File: src/rtl/eight_queen_run_controller_if.sv
// Row read-back stream from the run controller to the host.
//   valid : row data valid (controller drives)
//   ready : host accepts the row (host drives)
//   data  : captured row, one-hot column
//   row   : row index of data
//   last  : high with row 7
interface eight_queen_run_controller_if;
  logic       valid;
  logic       ready;
  logic [7:0] data;
  logic [2:0] row;
  logic       last;

  modport master (output valid, data, row, last, input ready);
  modport slave  (input valid, data, row, last, output ready);
endinterface

File: src/rtl/eight_queen_run_controller.sv
// Run controller for the stacked eight-queen solver.
// Resets the solver, starts it, waits for done/no_answer under a watchdog,
// captures the 8 solution rows, checks the placement is legal, streams the
// rows to the host and finishes with a one-cycle status pulse.
// Ports:
//   clk, user_reset_n          : clock, asynchronous active-low reset
//   host_req / host_busy       : run request (ignored unless idle) / busy flag
//   sol_reset, sol_start       : solver reset and level start
//   sol_ready, sol_done,
//   sol_no_answer, sol_bus     : solver status and one-hot row bus
//   rd                         : row read-back stream (valid/ready)
//   status, status_valid       : 0=OK 1=NO_ANSWER 2=TIMEOUT 3=INVALID, end pulse
module eight_queen_run_controller #(
  parameter int TIMEOUT_CYCLES = 1000000,
  parameter int TIMEOUT_W      = 20,
  parameter int RESET_CYCLES   = 4
) (
  input  logic                                clk,
  input  logic                                user_reset_n,
  input  logic                                host_req,
  output logic                                host_busy,
  output logic                                sol_reset,
  output logic                                sol_start,
  input  logic                                sol_ready,
  input  logic                                sol_done,
  input  logic                                sol_no_answer,
  input  logic [7:0]                          sol_bus,
  eight_queen_run_controller_if.master        rd,
  output logic [1:0]                          status,
  output logic                                status_valid
);

  localparam int RC_W = (RESET_CYCLES > 1) ? $clog2(RESET_CYCLES) : 1;
  localparam logic [RC_W-1:0]      RST_LAST = RC_W'(RESET_CYCLES - 1);
  localparam logic [TIMEOUT_W-1:0] WD_LAST  = TIMEOUT_W'(TIMEOUT_CYCLES - 1);
  localparam logic [TIMEOUT_W-1:0] WD_ONE   = TIMEOUT_W'(1);

  localparam logic [1:0] ST_OK        = 2'd0;
  localparam logic [1:0] ST_NO_ANSWER = 2'd1;
  localparam logic [1:0] ST_TIMEOUT   = 2'd2;
  localparam logic [1:0] ST_INVALID   = 2'd3;

  typedef enum logic [2:0] {
    IDLE, RST_SOLVER, WAIT_READY, START, CAPTURE, CHECK, STREAM, REPORT
  } state_t;

  state_t              state, next_state;
  logic [RC_W-1:0]     rst_cnt;
  logic [TIMEOUT_W-1:0] wd;
  logic [2:0]          idx;        // capture index, then stream index
  logic [7:0][7:0]     row_buf;
  logic [7:0]          col_mask;
  logic                invalid;
  logic [1:0]          status_q, status_d;

  logic row_onehot, row_collide, capture_en, diag_hit;

  // Column index of a one-hot row; meaningless for non-one-hot rows, which
  // are already flagged invalid during capture.
  function automatic logic [2:0] col_of(input logic [7:0] b);
    col_of = 3'd0;
    for (int k = 0; k < 8; k++)
      if (b[k]) col_of = 3'(k);
  endfunction

  // Two queens share a diagonal when their column distance equals their row distance.
  function automatic logic diag_conflict(input logic [7:0][7:0] rows);
    logic signed [3:0] d;
    logic [3:0]        ad;
    diag_conflict = 1'b0;
    for (int i = 0; i < 7; i++)
      for (int j = i + 1; j < 8; j++) begin
        d  = $signed({1'b0, col_of(rows[i])}) - $signed({1'b0, col_of(rows[j])});
        ad = d[3] ? 4'(-d) : 4'(d);
        if (ad == 4'(j - i)) diag_conflict = 1'b1;
      end
  endfunction

  assign row_onehot  = (sol_bus != 8'd0) && ((sol_bus & (sol_bus - 8'd1)) == 8'd0);
  assign row_collide = |(col_mask & sol_bus);
  // Row 0 is taken in the same cycle done is seen, rows 1..7 in CAPTURE.
  assign capture_en  = ((state == START) && sol_done) || (state == CAPTURE);
  assign diag_hit    = diag_conflict(row_buf);

  // State register
  always_ff @(posedge clk or negedge user_reset_n) begin
    if (!user_reset_n) state <= IDLE;
    else               state <= next_state;
  end

  // Next-state and run result
  always_comb begin
    next_state = state;
    status_d   = status_q;
    case (state)
      IDLE: if (host_req) begin
        next_state = RST_SOLVER;
        status_d   = ST_OK;
      end
      RST_SOLVER: if (rst_cnt == RST_LAST) next_state = WAIT_READY;
      WAIT_READY: begin
        if (sol_ready) next_state = START;
        else if (wd == WD_LAST) begin
          next_state = REPORT;
          status_d   = ST_TIMEOUT;
        end
      end
      START: begin
        if (sol_done) next_state = CAPTURE;
        else if (sol_no_answer) begin
          next_state = REPORT;
          status_d   = ST_NO_ANSWER;
        end else if (wd == WD_LAST) begin
          next_state = REPORT;
          status_d   = ST_TIMEOUT;
        end
      end
      CAPTURE: if (idx == 3'd7) next_state = CHECK;
      CHECK: begin
        if (invalid || diag_hit) begin
          next_state = REPORT;
          status_d   = ST_INVALID;
        end else begin
          next_state = STREAM;
        end
      end
      STREAM: if (rd.ready && (idx == 3'd7)) next_state = REPORT;
      REPORT: next_state = IDLE;
      default: next_state = IDLE;
    endcase
  end

  // Outputs
  always_comb begin
    host_busy    = (state != IDLE);
    sol_reset    = (state == RST_SOLVER);
    sol_start    = (state == START) || (state == CAPTURE);
    status_valid = (state == REPORT);
    rd.valid     = (state == STREAM);
    rd.data      = (state == STREAM) ? row_buf[idx] : 8'd0;
    rd.row       = (state == STREAM) ? idx : 3'd0;
    rd.last      = (state == STREAM) && (idx == 3'd7);
  end

  assign status = status_q;

  // Counters, capture buffer and check flags
  always_ff @(posedge clk or negedge user_reset_n) begin
    if (!user_reset_n) begin
      rst_cnt  <= '0;
      wd       <= '0;
      idx      <= 3'd0;
      row_buf  <= '0;
      col_mask <= 8'd0;
      invalid  <= 1'b0;
      status_q <= ST_OK;
    end else begin
      status_q <= status_d;
      case (state)
        IDLE: if (host_req) begin
          rst_cnt  <= '0;
          idx      <= 3'd0;
          row_buf  <= '0;
          col_mask <= 8'd0;
          invalid  <= 1'b0;
        end
        RST_SOLVER: begin
          rst_cnt <= rst_cnt + RC_W'(1);
          wd      <= '0;
        end
        // Leaving for START restarts the watchdog so START sees a full window.
        WAIT_READY: wd <= sol_ready ? '0 : (wd + WD_ONE);
        START:      wd <= wd + WD_ONE;
        STREAM:     if (rd.ready) idx <= idx + 3'd1;
        default: ;
      endcase
      // idx wraps 7 -> 0 after the last capture, ready for streaming.
      if (capture_en) begin
        row_buf[idx] <= sol_bus;
        idx          <= idx + 3'd1;
        col_mask     <= col_mask | sol_bus;
        if (!row_onehot || row_collide) invalid <= 1'b1;
      end
    end
  end

endmodule

File: src/flat_wrapper.sv
// flat-port wrapper written by rule: the top's interface ports become plain ports
module eight_queen_run_controller_flat 
#(
  parameter int TIMEOUT_CYCLES = 1000000,
  parameter int TIMEOUT_W      = 20,
  parameter int RESET_CYCLES   = 4
)
  (clk, user_reset_n, host_req, host_busy, sol_reset, sol_start, sol_ready, sol_done, sol_no_answer, sol_bus, status, status_valid, rd_valid, rd_data, rd_row, rd_last, rd_ready);
  eight_queen_run_controller_if rd_i ();
  input  logic clk;
  input  logic user_reset_n;
  input  logic host_req;
  output logic host_busy;
  output logic sol_reset;
  output logic sol_start;
  input  logic sol_ready;
  input  logic sol_done;
  input  logic sol_no_answer;
  input  logic [7:0] sol_bus;
  output logic [1:0] status;
  output logic status_valid;
  output wire logic [$bits(rd_i.valid)-1:0] rd_valid;
  output wire logic [$bits(rd_i.data)-1:0] rd_data;
  output wire logic [$bits(rd_i.row)-1:0] rd_row;
  output wire logic [$bits(rd_i.last)-1:0] rd_last;
  input wire logic [$bits(rd_i.ready)-1:0] rd_ready;
  assign rd_valid = rd_i.valid;
  assign rd_data = rd_i.data;
  assign rd_row = rd_i.row;
  assign rd_last = rd_i.last;
  assign rd_i.ready = rd_ready;
  eight_queen_run_controller #(.TIMEOUT_CYCLES(TIMEOUT_CYCLES), .TIMEOUT_W(TIMEOUT_W), .RESET_CYCLES(RESET_CYCLES)) u_core (.clk(clk), .user_reset_n(user_reset_n), .host_req(host_req), .host_busy(host_busy), .sol_reset(sol_reset), .sol_start(sol_start), .sol_ready(sol_ready), .sol_done(sol_done), .sol_no_answer(sol_no_answer), .sol_bus(sol_bus), .rd(rd_i), .status(status), .status_valid(status_valid));
endmodule
File: config.mk
export PLATFORM = sky130hd
export DESIGN_NAME = eight_queen_run_controller_flat
export DESIGN_NICKNAME = d
export VERILOG_FILES = /design/src/rtl/eight_queen_run_controller_if.sv /design/src/rtl/eight_queen_run_controller.sv /design/src/flat_wrapper.sv
export SDC_FILE = /design/constraint.sdc
export NUM_CORES = 1
export LEC_CHECK = 0
export CAP_MARGIN = 10
export CORE_MARGIN = 4
export CORE_UTILIZATION = 40
export DETAILED_ROUTE_END_ITERATION = 8
export HOLD_SLACK_MARGIN = 0.12
export PLACE_DENSITY_LB_ADDON = 0.25
export SYNTH_ARGS = -nofsm -noshare
export SYNTH_HDL_FRONTEND = slang
export SYNTH_SLANG_ARGS = --single-unit
File: constraint.sdc
create_clock -name clk -period 4.4 [get_ports clk]
set_input_delay 1.32 -clock clk [delete_from_list [all_inputs] [get_ports clk]]
set_output_delay 1.32 -clock clk [all_outputs]
set_load 0.05 [all_outputs]
==> results by group <==
Floorplanning
  • Effective utilization at floorplan: 0.412
  • Area inside the core boundary: 21,300 um^2
  • I/O pins: 34
  • Vertical die dimension: 156 um
  • Placement Rows: 53
  • Die area: 24,400 um^2
  • Die W: 156 um

Power and ir drop
  • Overall power consumption: 0.00787 W
  • Fraction of power consumed by sequential logic: 0.172
  • Fraction of power consumed by combinational cells: 0.724
  • Leakage Power: 4.23 nW
  • Areal power density over the cells: 799 nW/um^2
  • Worst ir drop on vdd: 0.333 mV
  • Switching portion of total power: 0.503
  • Cell internal pwr: 0.00391 W
  • Proportion of power drawn by the clock network: 0.104
  • Net switching power of the design: 0.00396 W

CTS
  • Number of sinks handled by clock tree synthesis: 103
  • Hold bufs inserted after CTS: 0
  • Clock tree from TritonCTS: yes
  • Root cell of the clock tree: sky130_fd_sc_hd__clkbuf_16
  • Cells resized by post-CTS repair: 0
  • Number of buffers inserted during clock tree synthesis: 9
  • Depth of the CTS H-tree: 3
  • Worst-path clk slew: 70 ps
  • Source-to-sink clock delay at the later pin of the worst-skew pair: 360 ps
  • Count of buffers added by post-CTS timing repair for setup: 0
  • Number of buffers between clock root and the deepest sink: 2

Global route
  • Maximum number of pins on one net before global-route repair: 81
  • Number of global-route vias before repair: 7,229
  • Global-route wire length before repair: 38,600 um
  • Antenna violations before repair: 0
  • Total overflow reported by the global router: 0
  • Gr usage total: 0.197

Timing
  • Final period utilization: 0.959
  • Skew final: 18.0 ps
  • Smallest setup slack after layout: 181 ps
  • Unrepaired setup endpoints after global routing: false
  • Total setup violations reported at the end of the flow: 0
  • Number of max-slew violations in the final report: 0
  • Post-route setup TNS: 0 ps
  • Fin. Hold Viols: 0
  • Max-slew headroom: 0.315
  • Slew @ Worst Pin: 1030 ps
  • Fmax: 237 MHz
  • Period minus WS final: 4220 ps

Critical path
  • Register-to-register path setup slack: 420 ps
  • Endpoint kind of the worst setup timing path: output pin
  • CP Data Arrival Time: 2900 ps
  • Reg2reg path depth: 19
  • Largest fanout of any net on the critical path: 18
  • Sort of element at the start of the critical path: register
  • Start of the worst register-to-register path: u_core.row_buf[34]
  • Critical setup path kind: register to output pin
  • Worst r2r dst: u_core.state[0]
  • Req. time, crit path: 3080 ps

Worst hold path
  • WHS Path Cells: 1
  • Worst min-delay path class: register to register
  • Min-Delay Startpoint: u_core.wd[19]
  • Hold Path End: u_core.wd[19]

Synthesis
  • Top cell types by occurrence after synthesis: sky130_fd_sc_hd__o21ai_0 (108), sky130_fd_sc_hd__ha_1 (104), sky130_fd_sc_hd__dfrtp_1 (103), sky130_fd_sc_hd__nand3_1 (98), sky130_fd_sc_hd__nor2_1 (95)
  • Yosys cell types: 59
  • Number of enable-type register cells in the synthesized netlist: 0
  • Most frequent cell after synthesis: sky130_fd_sc_hd__o21ai_0
  • Flip-flop and latch count after synthesis: 103
  • Largest area contributor in the netlist: sky130_fd_sc_hd__dfrtp_1
  • Portion of the post-synthesis area used by sequential elements: 0.294
  • Net count of the mapped netlist: 1,152
  • Area of the mapped netlist: 8780 um^2
  • Yosys warning count: 0
  • Share of synthesized registers carrying an async set or reset: 1.00
  • Synthesized area divided by synthesized cell count: 8.73 um^2
  • Count of mapped cells out of synthesis: 1,005
  • Synth Flop Type: sky130_fd_sc_hd__dfrtp_1
  • Largest cells by area after synthesis: sky130_fd_sc_hd__dfrtp_1 (29%), sky130_fd_sc_hd__ha_1 (15%), sky130_fd_sc_hd__fa_1 (6.4%), sky130_fd_sc_hd__o21ai_0 (6.2%), sky130_fd_sc_hd__nand3_1 (5.6%)
  • Area fraction of the dominant cell type after synthesis: 0.294

Layout
  • Register cell area after layout: 2580 um^2
  • Multi-input gate area: 5790 um^2
  • Fill cell instance count of the final layout: 2,056
  • N_diodes: 0
  • Share of layout cells above drive strength 1: 0.0743
  • Final #Nets: 1,192
  • Growth of design area from synthesis to finish: 12.2%

Placed design
  • Routability cong.: 0.879
  • HPWL after detailed placement: 17,800 um
  • PortBufs: 33
  • Pre-CTS setup slack: 489 ps

Drt
  • Total wire length after detailed routing: 23,400 um
  • TritonRoute pass-1 iters: 5
  • Starting DRT DRC Count: 513
  • Detailed-route via count: 7,434
  • Vias per Instance: 5.61
  • Count of antenna-violating nets left after detailed routing: 0
  • Wirelength per Cell: 17.7 um
  • Drt drc: 0

Job
  • Number of max-capacitance violations reported: 0

Status
  • Result of the run: complete, no violations
flip-flops by register name, summed over array words and instances, names as in the netlist:
signal / flops
u_core.row_buf: 64
u_core.state: 3
u_core.invalid: 1
u_core.idx: 3
u_core.rst_cnt: 2
u_core.wd: 20
u_core.status: 2
u_core.col_mask: 8
worst max path at each step:
stage | from | end | cells past startpoint
floorplan | u_core.row_buf[12] | u_core.status[1] | 10
global placement | u_core.row_buf[10] | u_core.status[1] | 17
detailed placement | u_core.row_buf[34] | u_core.state[0] | 19
CTS | u_core.idx[0] | rd_data[2] | 4
global route | u_core.idx[0] | rd_data[3] | 4
finish | u_core.idx[0] | rd_data[2] | 4
routing by layer:
metal / track usage / wire, um / up-vias
li1: - / - / 3677
met1: 0.263 / 10800 / 3585
met2: 0.330 / 11100 / 133
met3: 0.0366 / 933 / 39
met4: 0.0517 / 577 / 0
met5: 0 / 0 / -
logic make-up (layout without fill, tap and decap cells):
family	after synthesis	after routing	synth area share
XOR/XNOR	42	42	0.0419
AND/OR/NAND/NOR	363	363	0.209
adder cells (fa/ha/maj)	132	132	0.212
buffers and inverters	112	157	0.0489
flip-flops	103	103	0.294
AO/OA/AOI/OAI	229	229	0.156
multiplexers	24	24	0.0392
metrics by stage:
stage | std cells | instance area [um^2] | util | hold WS (ps)
floorplan | 1005 | 8780 | - | 450
global placement | 1309 | 9540 | 0.448 | 481
detailed placement | 1309 | 9540 | 0.448 | 478
CTS | 1325 | 9850 | 0.463 | 493
global route | 1325 | 9850 | 0.463 | 526
finish | 1325 | 9850 | 0.463 | 490
cell type report:
type | instances | share of cell area
clock buffer | 9 | 0.0229
inverter | 81 | 0.0309
timing repair buffer | 60 | 0.0529
multi-input combinational | 790 | 0.588
clock inverter | 7 | 0.00877
tap | 275 | 0.0349
sequential | 103 | 0.262
critical path: stages, from the launching register on:
cell	delay [ps]
sky130_fd_sc_hd__dfrtp_1	920
sky130_fd_sc_hd__mux4_2	610
sky130_fd_sc_hd__mux2i_1	210
sky130_fd_sc_hd__nor2_1	70
sky130_fd_sc_hd__clkdlybuf4s50_1	720
cell usage in the layout, fill, tap and decap left out, types with 32 or more instances in the layout:
cell	synthesis	final
sky130_fd_sc_hd__o21ai_0	108	108
sky130_fd_sc_hd__ha_1	104	104
sky130_fd_sc_hd__dfrtp_1	103	103
sky130_fd_sc_hd__nand3_1	98	97
sky130_fd_sc_hd__nor2_1	95	95
sky130_fd_sc_hd__inv_1	81	81
sky130_fd_sc_hd__nand2_1	62	62
sky130_fd_sc_hd__a21oi_1	42	42
sky130_fd_sc_hd__buf_4	1	32
power by group through the flow:
stage | Sequential (W) | Clock, W | Combinational (W)
2_1_floorplan | 0.00127 | 0 | 0.00429
3_3_place_gp | 0.00137 | 0 | 0.00561
3_5_place_dp | 0.00137 | 0 | 0.00567
4_1_cts | 0.00135 | 0.000852 | 0.00571
5_1_grt | 0.00138 | 0.000884 | 0.00649
6_report | 0.00135 | 0.000821 | 0.00570
No activity file was read; power rests on OpenSTA's default activity.
==> RTL change, RTL diff (same flow settings) <==
Encoding of `state_t`: now one-hot (8 bits for 8 states).
--- a/src/rtl/eight_queen_run_controller.sv
+++ b/src/rtl/eight_queen_run_controller.sv
@@ -40,8 +40,8 @@
   localparam logic [1:0] ST_TIMEOUT   = 2'd2;
   localparam logic [1:0] ST_INVALID   = 2'd3;
 
-  typedef enum logic [2:0] {
-    IDLE, RST_SOLVER, WAIT_READY, START, CAPTURE, CHECK, STREAM, REPORT
+  typedef enum logic [7:0] {
+    IDLE = 8'b00000001, RST_SOLVER = 8'b00000010, WAIT_READY = 8'b00000100, START = 8'b00001000, CAPTURE = 8'b00010000, CHECK = 8'b00100000, STREAM = 8'b01000000, REPORT = 8'b10000000
   } state_t;
 
   state_t              state, next_state;
Function: same outputs for any inputs over 10 cycles, from zero or initial values and one cycle with user_reset_n low; not proved beyond that.
==> RTL change against the unedited design <==
Utilization about the same; sequential cell count up 5; wire length up 13%; setup slack better by 0.14 ns; synthesized area up 5.9%; final area up 7.0%; hold slack better by 0.0083 ns; critical path type is now reg2reg; critical endpoint is now u_core.state[7]; largest cell class unchanged; highest routed layer is now met5.
Power is not compared: it rests on default switching activity, and its combinational part moved more than twofold at a synthesized area within 25%.
==> RTL change: results (changes against the unedited design) <==
* Run status: finished clean
* Number of cells on the worst reg-to-reg path at 17 (-2)
* Share of the core filled with cells in the final layout at 46.3% (about the same)
* Fill count at 2198 (+6.9%)
* WHS at 0.498 ns (+0.00827 ns)
* Worst-path maximum fanout at 6 (-12)
* Hold Path Sink: u_core.col_mask[0]
* CP peak stage delay at 0.54 ns (-0.38 ns)
* Placer's final routability congestion estimate at 0.912 (+3.8%)
* First-pass GRT wire length at 43200 um (+12%)
* Count of placed standard cells including taps at 1445 (+10%)
* Skew-Pair Late Insertion Delay at 0.35 ns
* Launching instance or port of the critical path: u_core.row_buf[9]
* Number of global-route vias before repair at 8000 (+11%)
* Post-synthesis cell count at 1105 (+10%)
* Largest registers: u_core.row_buf (64), u_core.wd (20)
* Slowest cell on the critical path: or4_4
* Clock period minus worst slack at 4.08 ns (-0.140 ns)
* Detailed-route via count at 8106 (+9.0%)
* Fraction of layout cells with a size suffix above 1 at 9.12% (+1.7 points)
* Mux contribution to synthesized area at 3.08% (-0.84 points)
* Via/cell ratio at 5.54 (-1.3%)
* Cell types occupying the most area after synthesis: dfrtp_1, ha_1, nand2_1
* Total placed instance area at 0.0102 mm2 (+6.8%)
* Antenna violations before repair at 1 (+1)
* Delay-heaviest family, CP: simple AND/OR/NAND/NOR gates
* Arrival time reported for the critical path endpoint at 4.28 ns (+1.38 ns)
* Final HPWL DP at 20000 um (+13%)
* Headroom to the max-slew limit at 39.5% (+7.9 points)
* Setup skew after layout at 0.0132 ns (-0.00481 ns)
* Start point of the worst hold path: u_core.col_mask[0]
* Termination of the worst setup path: u_core.state[7]
* Overall fraction of global-route tracks in use at 20.7% (+1.0 points)
* Aggregate routed wire length at 26400 um (+13%)
* Net Count, Synth at 1252 (+8.7%)
* Share of synthesized area occupied by flip-flops and latches at 29.1% (-0.28 points)
* Leading post-synthesis cells by instance count: nand2_1, nor2_1, dfrtp_1, o21ai_0, ha_1
* Initial drt markers at 510 (-0.58%)
* Maximum number of pins on one net before global-route repair at 91 (+12%)
-- RTL change: changes by cell type in the layout (fill, tap and decap cells not counted), moves of 7 or more --
cell             change
nor3_1               +9
a22o_1               -9
buf_4               +10
nor2_1              +14
nand2_1             +92
buf_12               +7
clkdlybuf4s50_1      -8
nand3_1             -56
a21oi_1             +10
a221oi_1             +7
-- RTL change: cell type report --
type                    instances  share of cell area (%)
inverters                      84                    3.03
well taps                     313                    3.72
flip-flops and latches        108                    25.7
repair buffers                 69                    6.22
clock buffers                  10                    2.27
multi-input cells             874                    58.3
clock inverters                 6                   0.783
-- RTL change: routing by layer --
layer  track usage [%]  routed length, um  up-vias
met5                 0                 13        -
met4              5.28                661        2
met2              32.2              11900      199
li1                  -                  -     3956
met3              3.70               1250       51
met1              29.9              12600     3898
-- RTL change: worst min-delay path, stage by stage, from the launching register on --
cell and delay [ns]:
dfrtp_1 0.35, a21oi_1 0.04, nor2_1 0.07
